==> src/rtl/cpu_run_controller.sv <==
// cpu_run_controller
// Run-control and verdict block for the riscv_cpu core. It holds the core in
// reset for RST_HOLD cycles, then releases it and watches cpu_dummy_out for
// a pass signature (STABLE consecutive cycles) or a fail signature. If neither
// appears, the run ends with a timeout after TIMEOUT cycles. The verdict stays
// valid in DONE until a new start or rst, so runs can repeat without a global
// reset.
//
// Handshake: start is a level sampled on every rising edge. It is acted on only
// in IDLE or DONE and ignored in HOLD and RUN. There is no ready/ack; busy and
// done report progress.
//
// dbg_state exposes the FSM state for checkers: 0=IDLE, 1=HOLD, 2=RUN, 3=DONE.
module cpu_run_controller #(
    parameter int                 DATA_W   = 32,
    parameter int                 CNT_W    = 32,
    parameter int                 RST_HOLD = 5,
    parameter int                 STABLE   = 4,
    parameter int                 TIMEOUT  = 1000,
    parameter logic [DATA_W-1:0]  PASS_SIG = DATA_W'(32'h600D_600D),
    parameter logic [DATA_W-1:0]  FAIL_SIG = DATA_W'(32'hBAD0_BAD0)
) (
    input  logic              clk_150_mhz,
    input  logic              rst,
    input  logic              start,
    input  logic [DATA_W-1:0] cpu_dummy_out,
    output logic              cpu_rst_n,
    output logic              busy,
    output logic              done,
    output logic              pass,
    output logic              fail,
    output logic              timeout,
    output logic [CNT_W-1:0]  cycle_count,
    output logic [1:0]        dbg_state
);

    typedef enum logic [1:0] {
        S_IDLE = 2'd0,
        S_HOLD = 2'd1,
        S_RUN  = 2'd2,
        S_DONE = 2'd3
    } state_t;

    // Counter widths are sized so the terminal values fit without overflow.
    localparam int HOLD_W = $clog2(RST_HOLD + 1);
    localparam int STB_W  = $clog2(STABLE + 1);

    localparam logic [HOLD_W-1:0] HOLD_LAST = HOLD_W'(RST_HOLD - 1);
    localparam logic [STB_W-1:0]  STABLE_N  = STB_W'(STABLE);
    localparam logic [CNT_W-1:0]  TIMEOUT_N = CNT_W'(TIMEOUT);

    state_t             state_q, state_d;
    logic [HOLD_W-1:0]  hold_q, hold_d;
    logic [STB_W-1:0]   stable_q, stable_d;
    logic [CNT_W-1:0]   count_d;
    logic [CNT_W-1:0]   count_inc;
    logic [STB_W-1:0]   stable_inc;
    logic               pass_d, fail_d, timeout_d;
    logic               cpu_rst_n_d, busy_d, done_d;
    logic               sig_fail, sig_pass, pass_hit, time_hit;

    // Next-state, counter and verdict logic; every output is derived from the
    // next state so that all ports come straight from flops.
    always_comb begin
        state_d     = state_q;
        hold_d      = hold_q;
        stable_d    = stable_q;
        count_d     = cycle_count;
        pass_d      = pass;
        fail_d      = fail;
        timeout_d   = timeout;
        count_inc   = cycle_count + CNT_W'(1);
        stable_inc  = stable_q + STB_W'(1);
        sig_fail    = (cpu_dummy_out == FAIL_SIG);
        sig_pass    = (cpu_dummy_out == PASS_SIG);
        pass_hit    = sig_pass && (stable_inc == STABLE_N);
        time_hit    = (count_inc == TIMEOUT_N);

        case (state_q)
            S_IDLE, S_DONE: begin
                // A new run clears the previous verdict on HOLD entry.
                if (start) begin
                    state_d   = S_HOLD;
                    hold_d    = '0;
                    stable_d  = '0;
                    count_d   = '0;
                    pass_d    = 1'b0;
                    fail_d    = 1'b0;
                    timeout_d = 1'b0;
                end
            end
            S_HOLD: begin
                if (hold_q == HOLD_LAST) begin
                    state_d = S_RUN;
                end else begin
                    hold_d = hold_q + HOLD_W'(1);
                end
            end
            S_RUN: begin
                count_d  = count_inc;
                stable_d = sig_pass ? stable_inc : '0;
                // Verdict priority: fail, then pass, then timeout.
                if (sig_fail) begin
                    fail_d  = 1'b1;
                    state_d = S_DONE;
                end else if (pass_hit) begin
                    pass_d  = 1'b1;
                    state_d = S_DONE;
                end else if (time_hit) begin
                    timeout_d = 1'b1;
                    state_d   = S_DONE;
                end
            end
            default: begin
                state_d = S_IDLE;
            end
        endcase

        cpu_rst_n_d = (state_d == S_RUN);
        busy_d      = (state_d == S_HOLD) || (state_d == S_RUN);
        done_d      = (state_d == S_DONE);
    end

    // State, counters and registered outputs; rst returns everything to IDLE.
    always_ff @(posedge clk_150_mhz) begin
        if (rst) begin
            state_q     <= S_IDLE;
            hold_q      <= '0;
            stable_q    <= '0;
            cycle_count <= '0;
            pass        <= 1'b0;
            fail        <= 1'b0;
            timeout     <= 1'b0;
            cpu_rst_n   <= 1'b0;
            busy        <= 1'b0;
            done        <= 1'b0;
        end else begin
            state_q     <= state_d;
            hold_q      <= hold_d;
            stable_q    <= stable_d;
            cycle_count <= count_d;
            pass        <= pass_d;
            fail        <= fail_d;
            timeout     <= timeout_d;
            cpu_rst_n   <= cpu_rst_n_d;
            busy        <= busy_d;
            done        <= done_d;
        end
    end

    assign dbg_state = state_q;

endmodule

==> config.mk <==
export PLATFORM = sky130hd
export DESIGN_NAME = cpu_run_controller
export DESIGN_NICKNAME = d
export VERILOG_FILES = /design/src/rtl/cpu_run_controller.sv
export SDC_FILE = /design/constraint.sdc
export NUM_CORES = 1
export LEC_CHECK = 0
export CAP_MARGIN = 25
export CORE_ASPECT_RATIO = 1.1
export CORE_UTILIZATION = 45
export CTS_BUF_LIST = sky130_fd_sc_hd__clkbuf_2 sky130_fd_sc_hd__clkbuf_4 sky130_fd_sc_hd__clkbuf_8
export CTS_CLUSTER_DIAMETER = 50
export DETAILED_ROUTE_END_ITERATION = 8
export HOLD_SLACK_MARGIN = 0.15
export PLACE_DENSITY = 0.73
export SLEW_MARGIN = 20
export SYNTH_ARGS = -nofsm -noshare
export SYNTH_HDL_FRONTEND = slang
export SYNTH_SLANG_ARGS = --single-unit
export TNS_END_PERCENT = 10
==> constraint.sdc <==
create_clock -name clk_150_mhz -period 6 [get_ports clk_150_mhz]
set_input_delay 1.2 -clock clk_150_mhz [delete_from_list [all_inputs] [get_ports clk_150_mhz]]
set_output_delay 1.2 -clock clk_150_mhz [all_outputs]
set_load 0.02 [all_outputs]
* After elaboration in Yosys (flattened, before gate mapping) *
Cells that the tools add are included.

word-level totals
  input bits = 35
  bits in registers = 46
  word-level logic and storage cells = 65
  output and inout port bits = 40

operators by class
  equal/unequal tests = 18
  reductions and logical operators = 11
  muxes and demuxes = 23
  add/sub/neg operators = 3

operator list
  kind                                                                     count
  32-bit case mux with 2 select lines                                      1
  32-bit by 1-bit adder with 32-bit output, second input constant          1
  32-bit by 10-bit equality test with 1-bit output, second input constant  1
  32-bit by 31-bit equality test with 1-bit output, second input constant  1
  32-bit equality test, second input constant                              1
  32-bit two-way mux                                                       1
  2-bit inequality test, second input constant                             7
  3-bit case mux with 2 select lines                                       2
  2-bit two-way mux                                                        5
  3-bit two-way mux                                                        3
  2-bit equality test, second input constant                               4
  1-bit two-way mux                                                        7
  3-bit by 1-bit adder with 3-bit output, second input constant            2
  3-bit equality test, second input constant                               2
  1-bit case mux with 2 select lines                                       3
  2-bit case mux with 3 select lines                                       1
  3-bit AND reduction                                                      2
  5-bit AND reduction                                                      1
  2-bit by 1-bit equality test with 1-bit output, second input constant    2
  4-bit AND reduction                                                      1
  2-bit nonzero test                                                       2
  2-bit zero test                                                          1
  2-bit AND reduction                                                      1
  2-bit OR reduction                                                       1
  other kinds (2)                                                          2

* Depth between registers and ports, before layout *
Gate-level depths: netlist of the first run.

  word-level depth = 8
  mapped depth = 11

* Worst setup path after synthesis of the first run *
No wires, ideal clock.

  kind = input -> register
  start = input port cpu_dummy_out[20]
  end = register busy
  arrival = 3167 ps
  path slack = 2766 ps
  cell stages on the path = 8
  library setup time = 67 ps
  path through = or4b_2 -> nor4_1 -> and3_1 -> o211ai_1 -> and3_1 -> a21o_1 -> ha_1 -> nor2_1

between the ends
  word-level cells in the longest chain between the ends = 7

RTL lines
  item                                                                                   RTL line  RTL
  start: declaration                                                                     26        input logic [DATA_W-1:0] cpu_dummy_out,
  32-bit by 31-bit equality test with 1-bit output                                       75        sig_pass = (cpu_dummy_out == PASS_SIG);
  1-bit logical AND                                                                      76        pass_hit = sig_pass && (stable_inc == STABLE_N);
  2-bit two-way mux                                                                      106       end else if (pass_hit) begin
  2-bit two-way mux *                                                                    103       if (sig_fail) begin
  2-bit case mux with 3 select lines *                                                   79        case (state_q)
  2-bit by 1-bit equality test with 1-bit output or 2-bit equality test (tied branches)  120       busy_d = (state_d == S_HOLD) || (state_d == S_RUN);
  1-bit logical OR *                                                                     120
  end signal: assignment                                                                 146       busy <= busy_d;
  end: declaration                                                                       28        output logic busy,

Every way passes the cells marked *; elsewhere a longest branch is shown, timed or not.
A chain may end at the register's enable or synchronous reset.

* Final worst setup path of the first run *
Ends and elaborated chain as after synthesis.

==> summary.txt, run 1 <==
Main synth FF type: dfxtp_1
RSZ-0062 raised after global routing: no
Mapped Nets: 484
Final Skew: 6.132 ps
Power Total: 0.6141 mW
Post-Route WL: 8.688 mm
Worst reg2reg path depth: 10
Non-Filler Instances: 575
Die area: 0.007580 mm²
Post-route setup slack: 2446 ps
Nets: 534
Total CTS buffers: 5
Sequential-to-total area share from yosys stat: 28.29%
First-pass GRT wire length: 14.69 mm
Drt wl/cell: 15.11 µm
Synth Area in Compound Gates: 19.60%
Max-cap viol count: 0
1st-iter DRT viols: 176
Crit path launch type: input pin
Hold crit path type: reg -> reg
Warnings, synthesis: 0
FF-to-FF End: busy$_SDFF_PP0_
Placed cells: 567
CP required: 6250 ps
GRT met1 Usage: 30.34%
Synth cell types: 58
Avg Vias per Cell: 5.990
Layout cells sized above 1: 5.510%
Die Ht: 91.21 µm
Grt peak-use layer: met2
Initial Util: 46.46%
DRC viols: 0
Core area: 0.007007 mm²
Post-synth EDFFs: 0
Buffers on Ports: 74
Hold Startpoint: stable_q[2]$_SDFFE_PP0P_
Post-CTS Setup Bufs: 0
Vias post-DR: 3,444
XOR/XNOR share of the synthesized area: 3.228%
Tightest Pin Transition: 1039 ps
Worst setup EP type: flop
Post-synthesis mux area share: 0.9224%
Resized cells post-CTS: 0
Synth Instances: 439
Routability cong.: 0.8872
Final hold vios: 0
Setup WS pre-CTS: 2147 ps
Worst r2r src: cycle_count[0]$_SDFFE_PP0P_
Post-synth ARST share: 0%
Root buffer cell: clkbuf_8
Post-DP HPWL: 6.234 mm
Hold path depth: 2
Met2 Use GR: 40.57%
Num ports: 75
Syn-to-layout area delta: 25.60%
GRT overflow: 0
Drt first pass iters: 5
Power density over the cells: 150.2 mW/mm²
Max FO, Critical Path: 3
Tmin final: 3554 ps
Antenna-violating nets left: 0
Mapped Area: 0.003256 mm²
Outcome: complete, no violations
Min Hold Slack: 455.8 ps
Buffers from clock root to sink, at most: 2
Initial antenna violation count: 0
Max VDD drop: 126.9 µV
Largest family of logic cells by synthesized area: simple AND/OR/NAND/NOR gates
Routing usage on met3: 3.000%
CTS HTree Levels: 2
#FFs+latches synth: 46
Fillers: 663
CTS clock-pin slew for the worst setup and hold paths: 90 ps
Num Clock Sinks: 46
GRT Total Usage: 23.28%
Row cnt: 32
Post-synthesis area per instance: 7.416 µm²
Lkg Pwr: 1.281 nW
Crit Path Class: in -> reg
CTS tree: done
Worst skew pair latency: 310 ps
Fmax: 281.4 MHz
Pin count of the biggest net entering global routing: 46
Adder-cell area share of the yosys netlist: 3.843%
Post-Synth Simple-Gate Area: 37.89%
Reg2Reg Setup Slack: 2600 ps
Vias in the first global route: 3,070
Hold Path Sink: stable_q[2]$_SDFFE_PP0P_
Setup TNS: 0 ps
Hold_buf cts: 0
Fin crit share: 59.23%
Max-slew violations: 0
Slew headroom: 30.71%
Data arrival, critical path: 3800 ps
Die width: 83.10 µm
Setup violators final: 0
# diodes: 0
## metrics by stage
stage / utilization [%] / instance area [µm²]
finish: 58.36 / 4089
global route: 58.36 / 4089
CTS: 58.36 / 4089
detailed placement: 56.73 / 3975
global placement: 56.52 / 3960
floorplan: - / 3256
## cell usage after synthesis, types with 11 or more instances
cell | instances | share of area [%]
nand3_1 | 21 | 3.2
nor3_1 | 22 | 3.4
o21ai_0 | 25 | 3.8
nor2_1 | 45 | 5.2
nand4_1 | 11 | 2.1
nand2_1 | 46 | 5.3
clkbuf_1 | 22 | 2.5
nor4_1 | 18 | 3.5
inv_1 | 12 | 1.4
dfxtp_1 | 46 | 28
a21oi_1 | 35 | 5.4
## critical path, stage by stage
cell and delay [ps]:
clkdlybuf4s50_1 420, or4b_2 660, nor4_1 380, and3_1 270, o211ai_1 90, and3_1 240, a21o_1 170, ha_1 280
nor2_1 90
## metal layers
layer / part of all wire [%] / vias to the layer above
met5: 0 / -
met4: 1.1 / 0
met3: 4.0 / 7
met2: 50 / 78
met1: 45 / 1630
li1: - / 1729
## worst max-delay path by stage
stage,slack (ps),from,endpoint
2_1_floorplan,2770,cpu_dummy_out[20],busy$_SDFF_PP0_
3_3_place_gp,2170,cpu_dummy_out[20],busy$_SDFF_PP0_
3_5_place_dp,2150,cpu_dummy_out[20],cpu_rst_n$_SDFF_PP0_
4_1_cts,2460,cpu_dummy_out[20],busy$_SDFF_PP0_
5_1_grt,2280,cycle_count[0]$_SDFFE_PP0P_,busy$_SDFF_PP0_
6_report,2450,cpu_dummy_out[20],busy$_SDFF_PP0_
## placed cells by master, fill, tap and decap left out, types with 6 or more instances in the layout
| cell | netlist | final |
|---|---|---|
| nand2_1 | 46 | 46 |
| clkdlybuf4s50_1 | 0 | 74 |
| and3_1 | 6 | 6 |
| a21oi_1 | 35 | 35 |
| a31oi_1 | 9 | 9 |
| xnor2_1 | 7 | 7 |
| or4_1 | 6 | 6 |
| nor2_1 | 45 | 45 |
| dfxtp_1 | 46 | 46 |
| or3_1 | 6 | 6 |
| o21ai_0 | 25 | 25 |
| nand3_1 | 21 | 21 |
| nor3_1 | 22 | 22 |
| a311oi_1 | 10 | 10 |
| ha_1 | 10 | 10 |
| nor4_1 | 18 | 18 |
| nand4_1 | 11 | 11 |
| inv_1 | 12 | 12 |
## flip-flops by register name, summed over array words and instances, names as in the netlist
register	count
busy	1
hold_q	3
cycle_count	32
stable_q	3
done	1
dbg_state	2
pass	1
timeout	1
cpu_rst_n	1
fail	1
## power breakdown
group	internal, mW	switching, mW
logic	0.0336	0.0331
registers	0.307	0.00148
clock network	0.129	0.110
## cell families (layout without fill, tap and decap cells)
| kind of cell | Yosys count | after routing |
|---|---|---|
| fa+ha+maj | 10 | 10 |
| simple gates | 221 | 221 |
| mux | 3 | 3 |
| compound gates | 101 | 101 |
| xor+xnor | 12 | 12 |
| flops | 46 | 46 |
| buf+inv | 46 | 97 |
## area by class of cell
| type | count | area (µm²) | area share, % |
|---|---|---|---|
| clock inverter | 2 | 37.54 | 0.9180 |
| sequential | 46 | 920.9 | 22.52 |
| clock buffer | 6 | 76.32 | 1.867 |
| timing repair buffer | 77 | 770.7 | 18.85 |
| tap | 85 | 106.4 | 2.601 |
| multi-input combinational | 347 | 2132 | 52.14 |
| inverter | 12 | 45.04 | 1.102 |
No activity file was read; power rests on OpenSTA's default activity.
==> inputs of run 2 (changes only) <==
Clock period 6 ns to 3.6 ns, I/O delays scaled along.
==> run 2 against run 1 <==
Against the previous run:
- clock-buffer cell count is the same
- combinational power grew 75%
- core utilization grew 1.6 points
- clock skew grew 0.64 ps
- global-route usage grew 0.66 points
- sequential power grew 67%
- hold slack lost 1.7 ps
- largest power group unchanged
- sequential share of layout area shrank 0.60 points
==> summary.txt, run 2 (synthesized netlist as in run 1, its figures left out) <==
Fmax: 310.0 MHz
Max VDD drop: 175.0 µV
Buffers from clock root to sink, at most: 2
Antenna-violating nets left: 0
Initial Util: 46.46%
GRT Total Usage: 23.94%
Vias post-DR: 3,487
Fillers: 657
Nets: 543
Most common cell after layout, fill and taps aside: clkdlybuf4s50_1
Worst setup EP type: flop
RSZ-0062 raised after global routing: no
Die width: 83.10 µm
Pin count of the biggest net entering global routing: 35
Slew headroom: 44.16%
Buf+Inv Stages, Crit Path: 0
Vias in the first global route: 3,160
Die Ht: 91.21 µm
Power density over the cells: 265.4 mW/mm²
Hold_buf cts: 0
Drt first pass iters: 7
Num Clock Sinks: 46
Syn-to-layout area delta: 29.05%
Largest register FFs: 32
Lkg Pwr: 1.349 nW
Power Total: 1.115 mW
CP required: 3850 ps
Hold crit path type: reg -> reg
First-pass GRT wire length: 15.25 mm
Max-slew violations: 0
Non-Filler Instances: 584
Crit-path slowest cell: dfxtp_1
Max-cap viol count: 0
Most frequent cells in the layout: clkdlybuf4s50_1, nand2_1, dfxtp_1
Crit path launch type: flop
Max FO, Critical Path: 13
CTS tree: done
Fin crit share: 89.62%
Total CTS buffers: 5
Post-CTS Setup Bufs: 0
Data arrival, critical path: 3470 ps
DRC viols: 0
Cell family with most CP delay: simple AND/OR/NAND/NOR gates
Layout cells sized above 1: 7.415%
Critical-path cell list: nand4_4 -> or3_4 -> or4_4 -> a211oi_2 -> nor4b_4 -> nand4b_2 -> a21o_1 -> ha_1 -> nor2_1
# diodes: 0
Buffers on Ports: 74
Tightest Pin Transition: 834.9 ps
Outcome: complete, no violations
CTS HTree Levels: 2
Drt wl/cell: 15.56 µm
Biggest register: cycle_count
Routability cong.: 0.9170
Worst skew pair latency: 300 ps
Core area: 0.007007 mm²
Placed cells: 575
Biggest regs: cycle_count: 32 flops, hold_q: 3 flops, stable_q: 3 flops
Finished Core Util: 59.96%
Row cnt: 32
Final hold vios: 0
Avg Vias per Cell: 5.971
Setup TNS: 0 ps
Slowest stage delay, CP: 560 ps
Crit Path Class: reg -> reg
Post-Route WL: 9.088 mm
Num ports: 75
1st-iter DRT viols: 227
Tmin final: 3226 ps
CTS clock-pin slew for the worst setup and hold paths: 90 ps
Setup violators final: 0
Die area: 0.007580 mm²
Initial antenna violation count: 0
Resized cells post-CTS: 0
Root buffer cell: clkbuf_8
Final Skew: 6.776 ps
GRT overflow: 0
Post-DP HPWL: 6.584 mm
## run 2: changes by cell type in the layout (fill, tap and decap cells not counted)
cell        previous run  this run
buf_4                  2        10
buf_12                 0         1
bufinv_16              1         2
clkbuf_4               1         0
clkbuf_8               5         6
clkinvlp_4             1         0
o21ai_1                1         0
o21ai_2                0         1
## run 2: worst min-delay path: stages, from the launching register on
cell and delay [ps]:
dfxtp_1 320, nand2_1 50, a21oi_1 50
## run 2: path summary, 6_finish.rpt
kind	end	slack [ps]	depth (start not counted)	start
hold / removal	stable_q[2]$_SDFFE_PP0P_	450	2	stable_q[2]$_SDFFE_PP0P_
hold reg to reg	stable_q[2]$_SDFFE_PP0P_	450	2	stable_q[2]$_SDFFE_PP0P_
setup / recovery	busy$_SDFF_PP0_	370	9	cycle_count[2]$_SDFFE_PP0P_
setup reg to reg	busy$_SDFF_PP0_	370	9	cycle_count[2]$_SDFFE_PP0P_
## run 2: final cells by class
cell class / count / area, µm² / share of cell area [%]
Clock inverter: 2 / 60.06 / 1.429
Timing Repair Buffer: 86 / 850.8 / 20.25
Sequential cell: 46 / 920.9 / 21.92
Multi-Input combinational cell: 347 / 2136 / 50.83
Clock buffer: 6 / 82.58 / 1.965
Tap cell: 85 / 106.4 / 2.531
Inverter: 12 / 45.04 / 1.072
## run 2: metrics by stage
step	setup slack [ps]	area, µm²	hold WS [ps]
after global routing	140.5	4202	492.0
after floorplan	531.2	3256	431.9
after global placement	265.1	4044	439.2
after detailed placement	202.2	4044	443.0
after CTS	387.7	4187	455.4
final	373.8	4202	454.1
## run 2: power by group
part | switching [mW] | internal (mW) | total, mW
Clock | 0.187 | 0.296 | 0.484
Sequential | 0.00255 | 0.512 | 0.515
Combinational | 0.0567 | 0.0604 | 0.117
## run 2: routing by layer
layer / wire length, µm / track usage [%] / up-vias / share of wire [%]
met5: 0 / 0 / - / 0
met4: 137 / 6.466 / 0 / 1.5
met3: 437 / 3.000 / 11 / 4.8
met2: 4426 / 40.71 / 106 / 49
met1: 4087 / 31.79 / 1621 / 45
li1: - / - / 1749 / -
==> inputs of run 3 (changes only) <==
Settings changed: ABC_AREA from default to 1, PLACE_DENSITY 0.73 to 0.74.
==> run 3 against run 2 <==
Against the previous run:
- first-iteration DRC count is 16% lower
- clock skew down 1.2 ps
- clock power shrank 19%
- flip-flop and latch count unchanged
- synthesized cell count up 18%
- clock-buffer cell count down 1
- power shrank 7.4%
- wire length fell by 8.0%
- cell count is 15% higher
- worst setup slack better by 480 ps
- die area is 4.7% lower
- cell area shrank 3.8%
- largest cell class unchanged
==> summary.txt, run 3 <==
Placed cells: 665
Resized cells post-CTS: 0
Max FO, Critical Path: 7
Main synth FF type: dfxtp_1
Post-DP HPWL: 6.443 mm
# diodes: 0
Post-synthesis area per instance: 6.009 µm²
Crit-path slowest cell: dfxtp_1
Outcome: complete, no violations
Core area: 0.006633 mm²
Synth Instances: 516
Num Clock Sinks: 46
Row cnt: 31
Most frequent cells in the layout: nand2_1, clkdlybuf4s50_1, nor2_1
Setup WS pre-CTS: 787.3 ps
Synth cell count leaders: nand2_1, nor2_1, inv_1, dfxtp_1, a21oi_1
Final hold vios: 0
Vias in the first global route: 3,105
Non-Filler Instances: 673
Hold_buf cts: 0
Crit path launch type: flop
Num ports: 75
Tmin final: 2751 ps
1st-iter DRT viols: 190
Post-synth EDFFs: 0
Tightest Pin Transition: 590.2 ps
Drt wl/cell: 12.42 µm
Syn-to-layout area delta: 30.43%
Mapped Nets: 561
Lkg Pwr: 1.494 nW
Synth cell types: 27
Data arrival, critical path: 3000 ps
Biggest register: cycle_count
Critical-path cell list: ha_1 -> nand2_1 -> nor2_4 -> nand2_2 -> nor2_2 -> nand2_1 -> nand2_1 -> nand2_1 -> nor2_1 -> nand2_1 -> nor2_2 -> nand3_1 -> nand2_1 -> nand2_1 -> nand2_1 -> nand2_2 -> ha_1 -> nor2_1
Warnings, synthesis: 0
Top cells by area, synth: dfxtp_1, nand2_1, nor2_1, a21oi_1, inv_1
#FFs+latches synth: 46
Post-Route WL: 8.357 mm
CP dominant cell by count: nand2_1
Dpl cell area: 0.003935 mm²
Total CTS buffers: 5
Slowest stage delay, CP: 460 ps
Most common cell after layout, fill and taps aside: nand2_1
Die width: 81.14 µm
Largest register FFs: 32
Biggest regs: cycle_count: 32 flops, hold_q: 3 flops, stable_q: 3 flops
CTS tree: done
Final Skew: 5.611 ps
Buffers on Ports: 74
Die area: 0.007226 mm²
Max-slew violations: 0
Power density over the cells: 255.4 mW/mm²
Initial Util: 46.75%
Fin crit share: 76.41%
Root buffer cell: clkbuf_8
Hold crit path type: reg -> reg
Post-route cell area: 0.004044 mm²
Drt first pass iters: 4
Cell family with most CP delay: simple AND/OR/NAND/NOR gates
Buffers from clock root to sink, at most: 2
Slew headroom: 60.53%
Min Hold Slack: 467.9 ps
CTS clock-pin slew for the worst setup and hold paths: 90 ps
CTS HTree Levels: 2
Top-area cell type share of the netlist area: 29.70%
Area leader, netlist: dfxtp_1
Buf+Inv Stages, Crit Path: 0
RSZ-0062 raised after global routing: no
Most common cell in the synthesized netlist: nand2_1
First-pass GRT wire length: 13.81 mm
Fmax: 363.5 MHz
Antenna-violating nets left: 0
Fillers: 631
Sequential-to-total area share from yosys stat: 29.70%
Post-route setup slack: 849.3 ps
Worst setup EP type: flop
Crit Path Class: reg -> reg
Avg Vias per Cell: 5.119
Layout cells sized above 1: 5.753%
Max-cap viol count: 0
GRT Total Usage: 24.51%
Vias post-DR: 3,445
Initial antenna violation count: 0
Mapped Area: 0.003100 mm²
Pin count of the biggest net entering global routing: 34
Worst skew pair latency: 310 ps
Setup TNS: 0 ps
CP required: 3850 ps
Setup violators final: 0
Routability cong.: 0.9293
Die Ht: 89.06 µm
DRC viols: 0
GRT overflow: 0
Post-CTS Setup Bufs: 0
Post-synth ARST share: 0%
Nets: 635
Max VDD drop: 207.5 µV
## run 3: changes by cell type after synthesis, moves of 14 or more
cell,delta
inv_1,+42
nand2_1,+143
nor2_1,+18
nor3_1,-15
nor4_1,-14
o21ai_0,-18
## run 3: cells by family after synthesis
logic type / after synthesis / synth area share [%]
compound gates: 55 / 9.322
xor+xnor: 8 / 2.260
fa+ha+maj: 10 / 4.036
buf+inv: 65 / 7.869
flops: 46 / 29.70
simple gates: 332 / 46.81
## run 3: routing by layer
metal  up-vias  global-route usage (%)  part of all wire (%)
met1      1565                   29.40                    46
met2        87                   44.23                    48
met5         -                       0                     0
met3        13                   4.082                   4.5
met4         0                   7.792                   1.7
li1       1780                       -                     -
## run 3: final cells by class
type	count	area, µm²	share of cell area [%]
well taps	82	102.6	2.537
inverters	54	202.7	5.012
flip-flops and latches	46	920.9	22.77
clock inverters	3	40.04	0.9901
multi-input cells	405	1938	47.93
repair buffers	78	770.7	19.06
clock buffers	5	68.82	1.702
## run 3: worst reg2reg max path, stage by stage, from the launching register on
cell and delay, ps:
dfxtp_1 460, ha_1 240, nand2_1 110, nor2_4 180, nand2_2 80, nor2_2 300
nand2_1 110, nand2_1 70, nand2_1 60, nor2_1 120, nand2_1 110, nor2_2 140
nand3_1 80, nand2_1 60, nand2_1 50, nand2_1 80, nand2_2 70, ha_1 290
nor2_1 100
## run 3: worst paths after layout
kind                                     endpoint                   startpoint  cells past startpoint  slack, ps
worst max register to register    busy$_SDFF_PP0_  cycle_count[0]$_SDFFE_PP0P_                     18        850
worst max-delay path              busy$_SDFF_PP0_  cycle_count[0]$_SDFFE_PP0P_                     18        850
worst min-delay path            fail$_SDFFE_PP0P_            fail$_SDFFE_PP0P_                      2        470
worst min register to register  fail$_SDFFE_PP0P_            fail$_SDFFE_PP0P_                      2        470
## run 3: per-stage QoR
step	utilization, %	total power [mW]
2_1_floorplan	-	0.5909
3_3_place_gp	59.33	0.6507
3_5_place_dp	59.33	0.6542
4_1_cts	60.97	1.036
5_1_grt	60.97	1.075
6_report	60.97	1.033
## run 3: power breakdown
part / leakage [nW] / internal (mW) / total [mW] / switching [mW]
combinational: 1.06 / 0.0590 / 0.124 / 0.0646
sequential: 0.371 / 0.515 / 0.519 / 0.00449
clock: 0.0579 / 0.205 / 0.390 / 0.186
